**config.mk**
```make
export PLATFORM = sky130hd
export DESIGN_NAME = cd_digit_scan_mux_flat
export DESIGN_NICKNAME = d
export VERILOG_FILES = /design/src/rtl/cd_digit_scan_mux_if.sv /design/src/rtl/cd_digit_scan_mux.sv /design/src/flat_wrapper.sv
export SDC_FILE = /design/constraint.sdc
export NUM_CORES = 1
export LEC_CHECK = 0
export BUFFER_PORTS_ARGS = -buffer_cell sky130_fd_sc_hd__buf_2
export CORE_ASPECT_RATIO = 0.9
export CORE_UTILIZATION = 50
export CTS_BUF_LIST = sky130_fd_sc_hd__clkbuf_8 sky130_fd_sc_hd__clkbuf_16
export CTS_CLUSTER_SIZE = 28
export DETAILED_ROUTE_END_ITERATION = 8
export PLACE_DENSITY = 0.7
export SYNTH_ARGS = -nofsm -noshare
export SYNTH_HDL_FRONTEND = slang
export SYNTH_SLANG_ARGS = --single-unit
export TNS_END_PERCENT = 10
```
**constraint.sdc**
```tcl
create_clock -name clk -period 2.7 [get_ports clk]
set_input_delay 0.135 -clock clk [delete_from_list [all_inputs] [get_ports clk]]
set_output_delay 0.135 -clock clk [all_outputs]
set_load 0.03 [all_outputs]
```
**src/rtl/cd_digit_scan_mux_if.sv**
```systemverilog
// rtl/cd_digit_scan_mux_if.sv - digit scan mux capture inputs and decoder/anode outputs
interface cd_digit_scan_mux_if #(
    parameter int N_DIGITS = 4
);
    logic                  en;
    logic                  load;
    logic [4*N_DIGITS-1:0] digits_in;
    logic                  D;
    logic                  C;
    logic                  B;
    logic                  A;
    logic [N_DIGITS-1:0]   an;
    logic                  blank;
    logic                  frame_done;

    modport master (
        output en, load, digits_in,
        input  D, C, B, A, an, blank, frame_done
    );

    modport slave (
        input  en, load, digits_in,
        output D, C, B, A, an, blank, frame_done
    );
endinterface

```
**src/rtl/cd_digit_scan_mux.sv**
```systemverilog
// rtl/cd_digit_scan_mux.sv - frame-buffered BCD digit scanner feeding one shared 7-seg decoder
// Optional macro CD_SCAN_LEADING_ZERO_BLANK_EN suppresses leading zero digits.
module cd_digit_scan_mux #(
    parameter int N_DIGITS         = 4,
    parameter int PRESCALE         = 50000,
    parameter int GUARD            = 2,
    parameter int ANODE_ACTIVE_LOW = 1
) (
    input  logic               clk,
    input  logic               rst_n,
    cd_digit_scan_mux_if.slave bus
);
    localparam int PW = $clog2(PRESCALE);
    localparam int IW = $clog2(N_DIGITS);
    localparam int DW = 4 * N_DIGITS;

    localparam logic [PW-1:0]       PRE_MAX = PW'(PRESCALE - 1);
    localparam logic [PW-1:0]       GUARD_L = PW'(GUARD);
    localparam logic [IW-1:0]       IDX_MAX = IW'(N_DIGITS - 1);
    localparam logic [N_DIGITS-1:0] AN_OFF  = {N_DIGITS{ANODE_ACTIVE_LOW != 0}};

    logic [PW-1:0]       r_pre;
    logic [IW-1:0]       r_idx;
    logic [DW-1:0]       r_pend;
    logic                r_pend_valid;
    logic [DW-1:0]       r_active;
    logic [3:0]          r_dcba;
    logic [N_DIGITS-1:0] r_an;
    logic                r_blank;
    logic                r_frame_done;

    logic                w_pre_last;
    logic                w_wrap;
    logic [PW-1:0]       w_pre_nxt;
    logic [IW-1:0]       w_idx_nxt;
    logic [DW-1:0]       w_active_nxt;
    logic [3:0]          w_digit;
    logic                w_guard;
    logic                w_suppress;
    logic [N_DIGITS-1:0] w_onehot;

    assign w_pre_last = (r_pre == PRE_MAX);
    assign w_wrap     = bus.en && w_pre_last && (r_idx == IDX_MAX);
    assign w_pre_nxt  = !bus.en ? r_pre : (w_pre_last ? '0 : r_pre + 1'b1);
    assign w_idx_nxt  = (bus.en && w_pre_last) ? ((r_idx == IDX_MAX) ? '0 : r_idx + 1'b1) : r_idx;

    // A load coinciding with the wrap bypasses pending so the new value shows this frame.
    assign w_active_nxt = !w_wrap      ? r_active     :
                          bus.load     ? bus.digits_in :
                          r_pend_valid ? r_pend        : r_active;

    assign w_digit  = w_active_nxt[{w_idx_nxt, 2'b00} +: 4];
    assign w_guard  = (w_pre_nxt < GUARD_L);
    assign w_onehot = N_DIGITS'(1) << w_idx_nxt;

`ifdef CD_SCAN_LEADING_ZERO_BLANK_EN
    logic [N_DIGITS-1:0] w_lz;

    // w_lz[i] is set when digit i and every more-significant digit are zero.
    always_comb begin
        w_lz = '0;
        w_lz[N_DIGITS-1] = (w_active_nxt[DW-1 -: 4] == 4'd0);
        for (int i = N_DIGITS - 2; i >= 0; i--) begin
            w_lz[i] = (w_active_nxt[4*i +: 4] == 4'd0) && w_lz[i+1];
        end
    end

    assign w_suppress = (w_idx_nxt != '0) && w_lz[w_idx_nxt];
`else
    assign w_suppress = 1'b0;
`endif

    always_ff @(posedge clk) begin
        if (!rst_n) begin
            r_pre        <= '0;
            r_idx        <= '0;
            r_pend       <= '0;
            r_pend_valid <= 1'b0;
            r_active     <= '0;
            r_dcba       <= 4'd0;
            r_an         <= AN_OFF;
            r_blank      <= 1'b1;
            r_frame_done <= 1'b0;
        end else begin
            if (w_wrap) begin
                r_active     <= w_active_nxt;
                r_pend_valid <= 1'b0;
            end else if (bus.load) begin
                r_pend       <= bus.digits_in;
                r_pend_valid <= 1'b1;
            end
            r_pre        <= w_pre_nxt;
            r_idx        <= w_idx_nxt;
            r_frame_done <= w_wrap;
            if (bus.en) begin
                r_dcba <= w_digit;
                if (w_guard || w_suppress) begin
                    r_an    <= AN_OFF;
                    r_blank <= 1'b1;
                end else begin
                    r_an    <= (ANODE_ACTIVE_LOW != 0) ? ~w_onehot : w_onehot;
                    r_blank <= 1'b0;
                end
            end else begin
                r_an    <= AN_OFF;
                r_blank <= 1'b1;
            end
        end
    end

    assign bus.D          = r_dcba[3];
    assign bus.C          = r_dcba[2];
    assign bus.B          = r_dcba[1];
    assign bus.A          = r_dcba[0];
    assign bus.an         = r_an;
    assign bus.blank      = r_blank;
    assign bus.frame_done = r_frame_done;
endmodule

```
**src/flat_wrapper.sv**
```systemverilog
// flat-port wrapper written by rule: the top's interface ports become plain ports
module cd_digit_scan_mux_flat 
#(
    parameter int N_DIGITS         = 4,
    parameter int PRESCALE         = 50000,
    parameter int GUARD            = 2,
    parameter int ANODE_ACTIVE_LOW = 1
)
  (clk, rst_n, bus_en, bus_load, bus_digits_in, bus_D, bus_C, bus_B, bus_A, bus_an, bus_blank, bus_frame_done);
  cd_digit_scan_mux_if #(.N_DIGITS(N_DIGITS)) bus_i ();
  input  logic clk;
  input  logic rst_n;
  input wire logic [$bits(bus_i.en)-1:0] bus_en;
  input wire logic [$bits(bus_i.load)-1:0] bus_load;
  input wire logic [$bits(bus_i.digits_in)-1:0] bus_digits_in;
  output wire logic [$bits(bus_i.D)-1:0] bus_D;
  output wire logic [$bits(bus_i.C)-1:0] bus_C;
  output wire logic [$bits(bus_i.B)-1:0] bus_B;
  output wire logic [$bits(bus_i.A)-1:0] bus_A;
  output wire logic [$bits(bus_i.an)-1:0] bus_an;
  output wire logic [$bits(bus_i.blank)-1:0] bus_blank;
  output wire logic [$bits(bus_i.frame_done)-1:0] bus_frame_done;
  assign bus_i.en = bus_en;
  assign bus_i.load = bus_load;
  assign bus_i.digits_in = bus_digits_in;
  assign bus_D = bus_i.D;
  assign bus_C = bus_i.C;
  assign bus_B = bus_i.B;
  assign bus_A = bus_i.A;
  assign bus_an = bus_i.an;
  assign bus_blank = bus_i.blank;
  assign bus_frame_done = bus_i.frame_done;
  cd_digit_scan_mux #(.N_DIGITS(N_DIGITS), .PRESCALE(PRESCALE), .GUARD(GUARD), .ANODE_ACTIVE_LOW(ANODE_ACTIVE_LOW)) u_core (.clk(clk), .rst_n(rst_n), .bus(bus_i));
endmodule
```
==> out/results.ini, run 1 <==
[synthesis]
synth_top_cell_by_area = dfxtp_1
synth.top_cell.area_share_pct = 40.9
synthCells = 309
synth_ff_type = dfxtp_1
synth_seq_area_share_pct = 40.9
ys_ff_latch = 61
async_flop_share_pct = 0
ys_warn_count = 0
syn_area_per_cell_sq_um = 9.66
netlist_top_cells_area = dfxtp_1, mux2i_1, nor2b_1
synth_edf_count = 0
netlist_area_sq_um = 2980
synthDistinctLibCells = 45
synth_nets = 331

[layout]
ff_latch_area_sq_um = 1220
nNetsFinal = 357
final_common_cell = dfxtp_1
drive_above_1_share_pct = 24.1
final_core_util_pct = 59.7
num_antenna_cells = 0
final_cell_mix = dfxtp_1, mux2i_1, nor2b_1
multi_input_area_sq_um = 1650
area_growth_pct = 14.6
fill_cells = 497

[sta]
slew_headroom_pct = 66.5
final-hold-violation-count = 0
setup_viol = 0
maxSlewViolCount = 0
fin_tns_setup_ns = 0
skew_ns = 0.00818
max_slew.worst_pin.slew_ns = 0.500
period_minus_slack_ns = 2.53
finalCritPeriodShare_pct = 93.8
fmax_mhz = 395

[setup_path]
worstSetupPathType = flip-flop to flip-flop
crit_path_end_kind = flip-flop
worstPathArrival_ns = 2.78
cp.required_ns = 2.95
worst_setup_path_start_kind = flip-flop
critPathMaxFanout = 5

[global_route]
grt_use_total_pct = 20.6
grt_pass1_vias = 1995
grt_max_degree = 28
grt_pass1_wl_mm = 9.97
grt-ovfl-total = 0
antenna_found_initial = 0

[route]
viasPerCell = 5.39
dr.pass1.iters = 4
routed_wirelength_mm = 5.95
wl_per_cell_microns = 14.5
drc = 0
via_count = 2211
antenna_left = 0
drt-initial-drc-count = 204

[place]
gp_congestion = 0.902
io_buffers = 29
place_hpwl_mm = 4.14

[clock_network]
path_clk_slew_ns = 0.07
clk_latency_ns = 0.33
clock_path_buffers = 2
h-tree-depth = 3
numCtsBuffers = 9
cts_tree = yes
clkSinkCount = 61
cts_hold_buf = 0
cts_setup_buffers = 0
cts_resized = 0
root_buffer = clkbuf_8

[pwr]
peakVddDrop_mv = 0.474
powerDensity_nw_per_um2 = 581
power.total_mw = 1.99
p_leak_nw = 1.33

[floorplanning]
core_region_area_sq_um = 5730
fp.dieArea_sq_um = 6280
row_count = 26
die_h_microns = 75.3
die_w_microns = 83.4
io-pin-count = 30
initial_core_util_pct = 52.1

[job]
cap_violations = 0

[min_path]
hold_class = primary input to flip-flop

[status]
status = complete, no violations

## kinds of logic (layout without fill, tap and decap cells)
| group | after synthesis | after routing | synth area share [%] |
|---|---|---|---|
| flip-flops | 61 | 61 | 40.9 |
| AO/OA/AOI/OAI | 35 | 35 | 10.1 |
| adder cells (fa/ha/maj) | 2 | 2 | 0.838 |
| buffers and inverters | 27 | 58 | 4.49 |
| multiplexers | 47 | 47 | 16.3 |
| AND/OR/NAND/NOR | 118 | 118 | 21.8 |
| XOR/XNOR | 19 | 19 | 5.58 |
## metal layers
metal	part of all wire (%)	track usage [%]	up-vias
met5	0	0	-
met4	1.5	8.10	0
met3	5.5	7.04	12
met2	41	28.3	53
met1	52	29.7	1005
li1	-	-	1141
## worst paths after layout
check / end / slack [ns] / cells after the start / startpoint
setup / recovery: u_core.bus.an[3] / 0.17 / 6 / u_core.r_pre[13]
hold / removal: u_core.r_pend[9] / 0.07 / 3 / bus_digits_in[9]
setup reg to reg: u_core.bus.an[3] / 0.17 / 6 / u_core.r_pre[13]
hold reg to reg: u_core.r_active[14] / 0.49 / 2 / u_core.r_active[14]
## synth_stat cells, types with 2 or more instances
library cell and count:
clkbuf_1 14, and4_1 4, nand4_1 6, o21ai_0 2, dfxtp_1 61, nor3_1 11
o22ai_1 4, nand3_1 2, a211oi_1 3, xnor2_1 12, nor2b_1 31, mux2_2 12
and2_1 5, nor2_1 28, nand2_1 18, o221ai_1 4, buf_2 7, ha_1 2
o221a_2 3, and3_1 4, xor2_1 7, buf_4 2, a21oi_1 8, nand2b_1 3
mux2i_1 35, inv_1 2
## cell type report
type / instances / area share [%]
multi-input combinational: 221 / 48.2
sequential: 61 / 35.7
timing repair buffer: 40 / 6.77
clock buffer: 11 / 4.43
tap: 70 / 2.56
clock inverter: 5 / 2.16
inverter: 2 / 0.220
## power by group
group	leakage, nW	switching [mW]	total [mW]	internal (mW)
Clock	0.121	0.336	0.900	0.563
Combinational	0.711	0.0784	0.152	0.0732
Sequential	0.496	0.0129	0.937	0.924
Total	1.33	0.428	1.99	1.56
## registers in the layout, summed over array words and instances (netlist names)
name                   count
u_core.r_active           16
u_core.r_pre              16
u_core.r_pend             16
u_core.r_idx               2
u_core.r_dcba              4
u_core.r_pend_valid        1
u_core.bus.an              4
u_core.bus.frame_done      1
u_core.bus.blank           1
## critical path, cell delays in order, from the launching register on
cell	delay, ns
dfxtp_1	0.32
or4_4	0.55
o41ai_1	0.48
o21ai_0	0.29
a2111oi_4	0.52
nor3_1	0.10
a21oi_1	0.19
## through the flow
step / cells / setup WS, ns / hold slack, ns / area [sq um]
finish: 410 / 0.167 / 0.0701 / 3420
global route: 410 / -0.0141 / 0.0813 / 3420
CTS: 410 / 0.127 / 0.0692 / 3400
detailed placement: 394 / 0.135 / 0.417 / 3180
global placement: 394 / 0.213 / 0.405 / 3180
floorplan: 309 / 0.244 / 0.304 / 2980
(Power assumes the default switching activity.)
==> run 2: changes to the inputs <==
--- a/config.mk
+++ b/config.mk
@@ -5,13 +5,13 @@
 export SDC_FILE = /design/constraint.sdc
 export NUM_CORES = 1
 export LEC_CHECK = 0
-export BUFFER_PORTS_ARGS = -buffer_cell sky130_fd_sc_hd__buf_2
 export CORE_ASPECT_RATIO = 0.9
 export CORE_UTILIZATION = 50
 export CTS_BUF_LIST = sky130_fd_sc_hd__clkbuf_8 sky130_fd_sc_hd__clkbuf_16
 export CTS_CLUSTER_SIZE = 28
 export DETAILED_ROUTE_END_ITERATION = 8
-export PLACE_DENSITY = 0.7
+export DONT_BUFFER_PORTS = 1
+export PLACE_DENSITY = 0.66
 export SYNTH_ARGS = -nofsm -noshare
 export SYNTH_HDL_FRONTEND = slang
 export SYNTH_SLANG_ARGS = --single-unit
==> run 2 against run 1 <==
Against the previous run:
- via count rose by 1.1%
- clock skew decreased by 0.0013 ns
- core utilization rose by 0.15 points
- first-iteration DRC count is 21% lower
- clock power decreased by 16%
- critical path type unchanged
- critical endpoint is now u_core.r_dcba[1]
- highest routed layer unchanged
==> out/results.ini, run 2 (synthesized netlist as in run 1, its figures left out) <==
[setup_path]
critPathLaunch = u_core.r_pre[0]
worstSetupPathType = flip-flop to flip-flop
crit_path_end_kind = flip-flop
cpLargestDelayFamily = simple AND/OR/NAND/NOR gates
cp.required_ns = 2.94
cp_slowest_cell = dfxtp_1
path_buf_inv = 2
worst_setup_path_start_kind = flip-flop
cp_cell_sequence = ha_1, buf_4, nand4_1, nor4_4, buf_4, mux2i_2, nand2b_2, o22ai_1, o221a_2
cpMostUsedCell = buf_4
critPathMaxFanout = 14
critPathMaxStageDelay_ns = 0.41
worstPathArrival_ns = 2.77
reg2reg_from = u_core.r_pre[0]

[place]
placed_area_sq_um = 3030
gp_congestion = 0.903
io_buffers = 0
place_hpwl_mm = 4.12
placed_cells = 365

[layout]
area_growth_pct = 14.9
top_regs = u_core.r_active (16), u_core.r_pend (16), u_core.r_pre (16)
final_area_sq_um = 3430
num_antenna_cells = 0
fill_cells = 516
nNetsFinal = 347
finalNonFillerCells = 398
final_common_cell = dfxtp_1
final_cell_mix = dfxtp_1, mux2i_1, nor2b_1
drive_above_1_share_pct = 15.9

[sta]
fmax_mhz = 395
skew_ns = 0.00692
setup_viol = 0
maxSlewViolCount = 0
holdWs_ns = 0.0402
slew_headroom_pct = 59.7
period_minus_slack_ns = 2.53
final-hold-violation-count = 0
max_slew.worst_pin.slew_ns = 0.600
finalCritPeriodShare_pct = 93.7

[global_route]
antenna_found_initial = 0
grt_pass1_vias = 2006
grt_max_degree = 43
grt-ovfl-total = 0
grt_pass1_wl_mm = 10.1
grt_use_total_pct = 21.3

[pwr]
power.internal_mw = 1.43
powerDensity_nw_per_um2 = 537
combPwrFrac_pct = 7.5
pwr-share-clk_pct = 41.0
p_leak_nw = 1.28
power.total_mw = 1.84
swShare_pct = 22.5
pwr-share-seq_pct = 51.6
peakVddDrop_mv = 0.428
netSwitchingPower_mw = 0.413

[min_path]
hp-start = bus_digits_in[13]
hold_class = primary input to flip-flop

[clock_network]
clk_latency_ns = 0.34
cts_tree = yes
clock_path_buffers = 2
numCtsBuffers = 9
clkSinkCount = 61
path_clk_slew_ns = 0.07
h-tree-depth = 3
root_buffer = clkbuf_8
cts_setup_buffers = 0

[route]
antenna_left = 0
viasPerCell = 5.62
drt-initial-drc-count = 162
wl_per_cell_microns = 15.9
drc = 0
via_count = 2236
dr.pass1.iters = 4
routed_wirelength_mm = 6.31

[floorplanning]
die_w_microns = 83.4
core_region_area_sq_um = 5730
io-pin-count = 30
row_count = 26
die_h_microns = 75.3
initial_core_util_pct = 52.1
fp.dieArea_sq_um = 6280

[status]
status = complete, no violations

[job]
cap_violations = 0

-- run 2: worst paths after layout --
path	end	slack, ns	cells after the start
setup reg to reg	u_core.r_dcba[1]	0.17	9
setup / recovery	u_core.r_dcba[1]	0.17	9
hold reg to reg	u_core.r_active[15]	0.48	2
hold / removal	u_core.r_active[13]	0.04	4
-- run 2: cell type report --
cell class	count	area (sq um)	share of cell area, %
Multi-Input combinational cell	221	1650	48.0
Sequential cell	61	1220	35.6
Timing Repair Buffer	30	283	8.25
Clock buffer	13	179	5.22
Tap cell	70	87.6	2.55
Inverter	2	7.51	0.219
Clock inverter	1	5.00	0.146
-- run 2: metal layers --
layer	vias to the layer above	wire (microns)	global-route usage [%]	share of wire, %
met1	1057	3220	28.7	51
met5	-	0	0	0
met3	8	326	7.48	5.2
met4	0	70	7.34	1.1
met2	56	2690	32.1	43
li1	1115	-	-	-
-- run 2: metrics by stage --
stage | util [%] | setup TNS [ns] | setup WS [ns]
floorplan | - | 0 | 0.244
detailed placement | 53.0 | 0 | 0.110
CTS | 59.7 | 0 | 0.0968
global placement | 53.0 | 0 | 0.145
finish | 59.9 | 0 | 0.171
global route | 59.9 | -0.0217 | -0.0146
-- run 2: power groups by stage --
stage                     registers (mW)  logic [mW]  clock network (mW)
after floorplan                    0.964       0.102                   0
after global placement             0.967       0.101                   0
after detailed placement           0.969       0.103                   0
after CTS                          0.948       0.137               0.772
after global routing               0.950       0.152               0.808
final                              0.949       0.137               0.754
-- run 2: what timing repair did --
action,CTS,global route
hold endpoints to repair,43,0
resized for setup,0,4
setup endpoints to repair,0,4
hold buffers,19,0
-- run 2: worst register-to-register path, stage by stage (launching register included) --
cell and delay (ns):
dfxtp_1 0.41, ha_1 0.21, buf_4 0.14, nand4_1 0.21
nor4_4 0.24, buf_4 0.28, mux2i_2 0.33, nand2b_2 0.26
o22ai_1 0.11, o221a_2 0.23
